File: config.mk
export PLATFORM = sky130hd
export DESIGN_NAME = gaussian_sample_arbiter
export DESIGN_NICKNAME = d
export VERILOG_FILES = /design/src/rtl/gaussian_sample_arbiter.sv
export SDC_FILE = /design/constraint.sdc
export NUM_CORES = 1
export LEC_CHECK = 0
export ABC_AREA = 1
export CAP_MARGIN = 20
export CORE_MARGIN = 4
export CORE_UTILIZATION = 43
export CTS_BUF_LIST = sky130_fd_sc_hd__clkbuf_2 sky130_fd_sc_hd__clkbuf_4 sky130_fd_sc_hd__clkbuf_8
export DETAILED_ROUTE_END_ITERATION = 10
export GPL_TIMING_DRIVEN = 0
export MAX_ROUTING_LAYER = met4
export PLACE_DENSITY = 0.78
export SETUP_SLACK_MARGIN = 0.4
export SLEW_MARGIN = 10
export SYNTH_ARGS = -nofsm -noshare
export SYNTH_HDL_FRONTEND = slang
export SYNTH_SLANG_ARGS = --single-unit
File: constraint.sdc
create_clock -name clk -period 1.72 [get_ports clk]
set_input_delay 0.172 -clock clk [delete_from_list [all_inputs] [get_ports clk]]
set_output_delay 0.172 -clock clk [all_outputs]
set_load 0.05 [all_outputs]
File: src/rtl/gaussian_sample_arbiter.sv
// gaussian_sample_arbiter
// Shares one free-running gaussian sample source among NUM_REQ consumers.
// After a warm-up window the block grants requesters round-robin and streams
// one fresh source sample per load into a single registered output slot.
// The source is never back-pressured: samples that arrive while the slot is
// stalled are simply dropped, so every delivered sample is used at most once.
module gaussian_sample_arbiter #(
  parameter int OUT_WIDTH     = 16,
  parameter int NUM_REQ       = 4,
  parameter int LEN_WIDTH     = 8,
  parameter int WARMUP_CYCLES = 64
) (
  input  logic                           clk,
  input  logic                           reset,
  input  logic [OUT_WIDTH-1:0]           src_random,
  input  logic                           src_valid,
  input  logic [NUM_REQ-1:0]             req,
  input  logic [NUM_REQ*LEN_WIDTH-1:0]   req_len,
  input  logic [NUM_REQ-1:0]             out_ready,
  output logic [NUM_REQ-1:0]             grant,
  output logic [OUT_WIDTH-1:0]           out_data,
  output logic                           out_valid,
  output logic                           out_last,
  output logic                           warm
);

  localparam int IDX_W = (NUM_REQ > 1) ? $clog2(NUM_REQ) : 1;
  localparam int CNT_W = (WARMUP_CYCLES > 1) ? $clog2(WARMUP_CYCLES + 1) : 1;
  localparam bit NO_WARMUP = (WARMUP_CYCLES == 0);
  // Count value at which the final discarded sample is being consumed.
  localparam logic [CNT_W-1:0] WARM_LAST =
    (WARMUP_CYCLES > 0) ? CNT_W'(WARMUP_CYCLES - 1) : '0;
  localparam logic [IDX_W-1:0] LAST_IDX = IDX_W'(NUM_REQ - 1);
  localparam logic [IDX_W:0]   NREQ_EXT = (IDX_W + 1)'(NUM_REQ);
  localparam logic [NUM_REQ-1:0] ONE_HOT0 = NUM_REQ'(1);

  typedef enum logic [1:0] {
    WARMUP = 2'd0,
    IDLE   = 2'd1,
    STREAM = 2'd2
  } state_t;

  state_t               state_reg;
  logic [CNT_W-1:0]     warm_cnt_reg;
  logic [IDX_W-1:0]     rr_ptr_reg;
  logic [IDX_W-1:0]     gidx_reg;
  logic [LEN_WIDTH-1:0] remaining_reg;

  // Per-requester burst-length fields and the request vector rotated so that
  // candidate 0 is the requester at rr_ptr, candidate 1 the next one, etc.
  logic [LEN_WIDTH-1:0] len_field [NUM_REQ];
  logic [IDX_W:0]       cand_sum  [NUM_REQ];
  logic [IDX_W-1:0]     cand_idx  [NUM_REQ];
  logic [NUM_REQ-1:0]   cand_req;

  generate
    for (genvar gi = 0; gi < NUM_REQ; gi++) begin : g_cand
      assign len_field[gi] = req_len[gi*LEN_WIDTH +: LEN_WIDTH];
      assign cand_sum[gi]  = {1'b0, rr_ptr_reg} + (IDX_W + 1)'(gi);
      assign cand_idx[gi]  = (cand_sum[gi] >= NREQ_EXT)
                             ? IDX_W'(cand_sum[gi] - NREQ_EXT)
                             : IDX_W'(cand_sum[gi]);
      assign cand_req[gi]  = req[cand_idx[gi]];
    end
  endgenerate

  logic                 pick_valid;
  logic [IDX_W-1:0]     pick_idx;
  logic [LEN_WIDTH-1:0] pick_len;
  logic [LEN_WIDTH-1:0] pick_len_eff;

  // Round-robin pick: lowest rotated candidate wins (scan downward so the
  // last assignment is the closest requester at or after rr_ptr).
  always_comb begin
    pick_valid = 1'b0;
    pick_idx   = '0;
    for (int i = NUM_REQ - 1; i >= 0; i--) begin
      if (cand_req[i]) begin
        pick_valid = 1'b1;
        pick_idx   = cand_idx[i];
      end
    end
  end

  // A zero-length request still gets one sample.
  assign pick_len     = len_field[pick_idx];
  assign pick_len_eff = (pick_len == '0) ? LEN_WIDTH'(1) : pick_len;

  logic           ready_g;
  logic           xfer;
  logic           load;
  logic [IDX_W-1:0] rr_next;

  assign ready_g = out_ready[gidx_reg];
  assign xfer    = out_valid && ready_g;
  // The slot accepts a new sample only when it is empty or draining this cycle.
  assign load    = src_valid && (remaining_reg != '0) && (!out_valid || ready_g);
  assign rr_next = (gidx_reg == LAST_IDX) ? '0 : gidx_reg + 1'b1;

  // Control FSM with registered grant and output slot.
  always_ff @(posedge clk or posedge reset) begin
    if (reset) begin
      state_reg     <= WARMUP;
      warm_cnt_reg  <= '0;
      rr_ptr_reg    <= '0;
      gidx_reg      <= '0;
      remaining_reg <= '0;
      grant         <= '0;
      out_data      <= '0;
      out_valid     <= 1'b0;
      out_last      <= 1'b0;
      warm          <= 1'b0;
    end else begin
      case (state_reg)
        WARMUP: begin
          if (NO_WARMUP || (src_valid && warm_cnt_reg == WARM_LAST)) begin
            state_reg <= IDLE;
            warm      <= 1'b1;
          end else if (src_valid) begin
            warm_cnt_reg <= warm_cnt_reg + 1'b1;
          end
        end
        IDLE: begin
          if (pick_valid) begin
            gidx_reg      <= pick_idx;
            remaining_reg <= pick_len_eff;
            grant         <= ONE_HOT0 << pick_idx;
            state_reg     <= STREAM;
          end
        end
        STREAM: begin
          if (xfer && out_last) begin
            grant      <= '0;
            out_valid  <= 1'b0;
            out_last   <= 1'b0;
            rr_ptr_reg <= rr_next;
            state_reg  <= IDLE;
          end else if (load) begin
            out_data      <= src_random;
            out_valid     <= 1'b1;
            out_last      <= (remaining_reg == LEN_WIDTH'(1));
            remaining_reg <= remaining_reg - 1'b1;
          end else if (xfer) begin
            out_valid <= 1'b0;
          end
        end
        default: begin
          state_reg <= WARMUP;
        end
      endcase
    end
  end

endmodule
-- After elaboration in Yosys (flattened, before gate mapping)
Cells that the tools add are included.
- flip-flop bits (word level): 44
- output and inout port bits: 23
- input bits: 59
- word-level logic and storage cells: 110
- bitwise logic cells: 3
- order comparisons: 10
- equal/unequal tests: 10
- shift-type cells: 1
- $add $sub $neg: 10
- mux-type cells: 43
- reduce and logical (&&, ||, !) cells: 23
- operator list (operator ; number):
    $mux 8 ; 6
    $mux 2 ; 12
    $bmux 8 s2 ; 1
    $pmux 8 s2 ; 1
    $lt 2x3->1 const B ; 5
    $mux 1 ; 14
    $ge 3x3->1 const B ; 4
    $reduce_and 3->1 ; 4
    $bmux 1 s2 ; 5
    $ne 2x2->1 const B ; 5
    $reduce_and 2->1 ; 5
    $eq 8x1->1 const B ; 1
    $logic_not 8->1 ; 1
    $mux 4 ; 2
    $pmux 4 s2 ; 1
    $reduce_bool 8->1 ; 1
    $sub 2x1->2 const B ; 4
    $sub 8x1->8 const B ; 1
    $add 7x1->7 const B ; 1
    $eq 7x6->1 const B ; 1
    $add 2x2->3 const B ; 2
    $pmux 2 s3 ; 1
    $logic_and 1x1->1 ; 5
    $eq 2x2->1 const B ; 2
    13 further kinds ; 15

-- Logic depth before layout (Yosys ltp)
- word-level depth: 17
- gate-level depth with buffers: 19

-- Worst setup path after synthesis
OpenSTA, ideal clock, no wires.
- path type: flip-flop to flip-flop
- start: register remaining_reg[4]
- end: register out_data[0]
- clock period less this slack: 1918 ps
- slack: -198 ps
- arrival time: 1793 ps
- library setup time: 125 ps
- stages on the path, launching flop included: 10
- path buffers: 1
- cell sequence: dfrtp_1 > nor2_1 > nand2_1 > nor3_1 > nand2_1 > nand3_1 > a21oi_1 > nand2_1 > buf_2 > mux2_2
- longest elaborated chain between the ends: 4
- ends and longest elaborated chain (what ; line ; text):
    start: declaration ; 47 ; logic [LEN_WIDTH-1:0] remaining_reg;
    start signal: assignment ; 126 ; remaining_reg <= pick_len_eff;
    start signal: assignment ; 142 ; remaining_reg <= remaining_reg - 1'b1;
    $reduce_bool 8->1 ; 97 ; assign load = src_valid && (remaining_reg != '0) && (!out_valid || ready_g);
    $logic_and 1x1->1 (2 in series) ; 97 ;
    $reduce_and 3->1 (no source line) ; n/a ;
    end signal: assignment ; 139 ; out_data <= src_random;
    end: declaration ; 21 ; output logic [OUT_WIDTH-1:0] out_data,
No other way between the ends.
A chain may end at the register's enable or synchronous reset.

-- Worst setup path after layout
- start: register rr_ptr_reg[0]
- end: register remaining_reg[2]
- longest elaborated chain between the ends: 17
- elaborated cells on any way between the ends: 41
- ends and longest elaborated chain (what ; line ; text):
    start: declaration ; 45 ; logic [IDX_W-1:0] rr_ptr_reg;
    start signal: assignment ; 136 ; rr_ptr_reg <= rr_next;
    $add 2x2->3 ; 59 ; assign cand_sum[gi] = {1'b0, rr_ptr_reg} + (IDX_W + 1)'(gi);
    $ge 3x3->1 or $sub 2x1->2 (tied branches) ; 60, 61 ;
    $mux 2 ; 61 ; ? IDX_W'(cand_sum[gi] - NREQ_EXT)
    $bmux 1 s2 ; 63 ; assign cand_req[gi] = req[cand_idx[gi]];
    $mux 1 (not written as such) ; 63 ;
    $mux 2 (4 in series) ; 78 ; if (cand_req[i]) begin
    $not 2->3 (not written as such) ; 86 ; assign pick_len = len_field[pick_idx];
    $bmux 8 s2 ; 86 ;
    $mux 8 (not written as such) (2 in series) ; 86 ;
    $logic_not 8->1 ; 87 ; assign pick_len_eff = (pick_len == '0) ? LEN_WIDTH'(1) : pick_len;
    $mux 8 ; 87 ;
    $mux 8 ; 124 ; if (pick_valid) begin
    $pmux 8 s2 ; 114 ; case (state_reg)
Several ways; a longest one is shown, not always the timed one. The select of a mux whose other input is x is not followed.

==> impl_metrics.py <==
metrics = {
    "outcome": {
        "status": "finished with violations",
        "violations": "setup timing",
    },
    "yosys": {
        "ys_ff_latch": 44,
        "synth_commonest_cells": "nand2_1, dfrtp_1, nand3_1",
        "ys_warn_count": 0,
        "ys_seq_area_share_pct": 42.7,
        "synth_most_common_cell": "nand2_1",
        "yosysTopAreaCell": "dfrtp_1",
        "syn-num-nets": 389,
        "synth_edf_count": 0,
        "syn_area_um2": 2580,
        "synth_ff_type": "dfrtp_1",
        "syn_area_per_cell_um2": 7.94,
        "syn_inst": 325,
        "yosysUniqueCellTypes": 31,
        "synth_top_area_share_pct": 42.7,
        "async_flop_share_pct": 100,
        "yosys-top-cells-area": "dfrtp_1, nand2_1, mux2_2, nand3_1, inv_1",
    },
    "grt": {
        "grt_pass1_wl_um": 14200,
        "grt_pass1_vias": 2889,
        "grt_max_degree": 29,
        "grt_remaining_overflow": 0,
        "track_usage_pct": 25.1,
        "antenna_found_initial": 0,
    },
    "routing": {
        "dr_wl_met2_um": 5120,
        "wl_met3_um": 568,
        "vias": 2997,
        "drt-met1-wl_um": 3720,
        "dr.pass1.iters": 4,
        "vias_per_cell": 5.54,
        "drt_iter0_markers": 172,
        "routed_wl_um": 9930,
        "drc": 0,
        "wl_per_cell_um": 18.4,
        "routed.top_layer": "met4",
        "ant_nets": 0,
    },
    "finish": {
        "fin_cells": 541,
        "multi_input_area_um2": 1730,
        "regArea_um2": 1110,
        "drive_above_1_share_pct": 43.3,
        "antenna_cells": 0,
        "area_delta_synth_final_pct": 80.3,
        "nets": 532,
        "fin_area_um2": 4650,
        "nFillCells": 338,
        "largest_reg_flops": 16,
    },
    "worst_hold_path": {
        "hold_class": "in2async",
    },
    "sta": {
        "fin_ws_ns": -0.443,
        "finalCritPeriodShare_pct": 126,
        "hold_violations": 0,
        "skew_ns": 0.0158,
        "finalSetupViolCount": 25,
        "whs_ns": 0.144,
        "maxSlewHeadroom_pct": 74.2,
        "rsz0062_at_grt": "true",
        "worstMarginPinSlew_ns": 0.386,
        "period_minus_slack_ns": 2.16,
        "slew_violations": 0,
        "fmax_ghz": 0.462,
    },
    "floorplanning": {
        "pin_count": 82,
        "placementRows": 27,
        "die-area_um2": 7300,
        "die_h_um": 85.5,
        "die_x_um": 85.5,
        "initial_core_util_pct": 45.5,
        "core_um2": 5680,
    },
    "cts": {
        "clk_latency_ns": 0.32,
        "cts_hold_buffers": 0,
        "cts_buffers": 5,
        "cts.clk_slew.worst_paths_ns": 0.10,
        "clk_path_buf_depth": 2,
        "htree_num_levels": 2,
        "root_buffer": "clkbuf_8",
        "cts_sinks": 44,
        "cts_tree": "built",
    },
    "power": {
        "peakVddDrop_v": 0.00136,
        "clkPwrFrac_pct": 8.4,
        "power.net_switching_uw": 5100,
        "switching_share_pct": 50.3,
        "pwr-share-comb_pct": 72.6,
        "p_int_uw": 5050,
        "powerDensity_nw_per_um2": 2180,
        "power_frac_seq_pct": 19.1,
        "finalPower_uw": 10100,
        "p_leak_uw": 0.00225,
    },
    "critical_path": {
        "max_stage_delay_ns": 0.49,
        "crit_fanout": 8,
        "cp_cell_sequence": "clkinv_4, nand2_4, nand2_2, nand3_2, nand3_2, nand2_1, nand2_2, nand2_4, buf_6, nand3_1, nand2_1, nor2_4, nor2_1, o21ai_1, o21ai_1",
        "worstPathArrival_ns": 2.35,
        "cp_slowest_cell": "dfrtp_2",
        "crit_required_ns": 1.91,
        "cp-start-kind": "flop",
        "end_kind": "flop",
        "reg2reg_slack_ns": -0.44,
        "path_class": "reg2reg",
    },
    "placed_design": {
        "place_inst": 479,
        "dp_hpwl_um": 5150,
        "port_buffers": 81,
        "place_area_um2": 3620,
        "place_ws_ns": -0.481,
        "gp_congestion": 0.899,
    },
    "job": {
        "max-cap-violations": 0,
    },
}
[placed cells by master (no fill, tap or decap), types with 2 or more instances in the layout]
cell type | netlist | layout
buf_12 | 0 | 3
clkdlybuf4s15_2 | 0 | 22
ha_1 | 5 | 3
nand4_1 | 12 | 12
a21oi_2 | 1 | 2
o21ai_1 | 0 | 10
inv_6 | 0 | 2
buf_4 | 1 | 28
nor3_4 | 0 | 2
xnor2_2 | 0 | 2
nand3_4 | 0 | 3
buf_2 | 4 | 2
nand3_2 | 2 | 11
nor2_1 | 26 | 17
a21oi_1 | 11 | 9
xor2_1 | 4 | 4
inv_1 | 29 | 21
nand2_4 | 1 | 14
nand2_2 | 7 | 17
nor2_4 | 0 | 3
nand3_1 | 30 | 18
dfrtp_1 | 44 | 40
o21ai_2 | 0 | 3
inv_2 | 4 | 9
clkdlybuf4s50_1 | 0 | 58
clkbuf_8 | 0 | 5
nand2_1 | 86 | 62
dfrtp_2 | 0 | 4
nor2_2 | 3 | 9
nor3_1 | 5 | 2
a21oi_4 | 1 | 2
xnor2_1 | 4 | 2
mux2_4 | 0 | 16
o21ai_0 | 18 | 4
buf_6 | 2 | 29
[routing by layer]
layer / GRT usage, % / up-vias
li1: - / 1353
met1: 29.5 / 1458
met2: 43.0 / 132
met3: 3.79 / 54
met4: 9.50 / 0
met5: - / -
[timing repair]
item	CTS	global route
gates resized for setup	164	45
setup buffers	43	8
setup endpoints to repair	63	43
pin swaps	30	27
gates cloned	3	0
[metrics by stage]
stage	setup TNS, ns	util (%)
floorplan	-0.162	-
global placement	-23.09	63.4
detailed placement	-7.04	63.7
CTS	-2.24	78.2
global route	-6.81	81.9
finish	-4.43	81.9
[cell type report]
type	count	share of cell area, %
plain buffers	8	1.78
clock inverters	3	0.995
flip-flops and latches	44	23.8
well taps	72	1.94
clock buffers	5	1.48
inverters	34	3.15
multi-input cells	239	37.1
repair buffers	136	29.8
[worst paths after layout]
check	cells past startpoint	from	end
setup reg to reg	15	rr_ptr_reg[0]	remaining_reg[2]
max in group asynchronous	3	reset	out_data[14]
setup / recovery	15	rr_ptr_reg[0]	remaining_reg[2]
hold / removal	2	reset	warm_cnt_reg[4]
min in group clk	2	src_random[7]	out_data[7]
hold reg to reg	1	warm	warm
[logic make-up after synthesis]
logic type	synth area share, %
xor gates and xnor gates	2.72
buffers and inverters	7.03
muxes	6.98
AOI/OAI and AO/OA	8.29
DFF	42.7
and+or+nand+nor	29.9
adders and majority gates	2.42
[power groups by stage]
stage | Combinational (uW) | Clock (uW) | Sequential [uW]
final | 7360 | 850 | 1930
after global routing | 7800 | 898 | 1980
after CTS | 6480 | 832 | 1860
after detailed placement | 5080 | 0 | 1890
after global placement | 4980 | 0 | 1860
after floorplan | 2960 | 0 | 2660
[worst max-delay path, delay by kind of cell (launching register included)]
family | cells | cell delay [ns]
AND/OR/NAND/NOR | 11 | 0.99
flip-flops | 1 | 0.49
buffers and inverters | 2 | 0.28
AO/OA/AOI/OAI | 2 | 0.26
No activity file was read; power rests on OpenSTA's default activity.
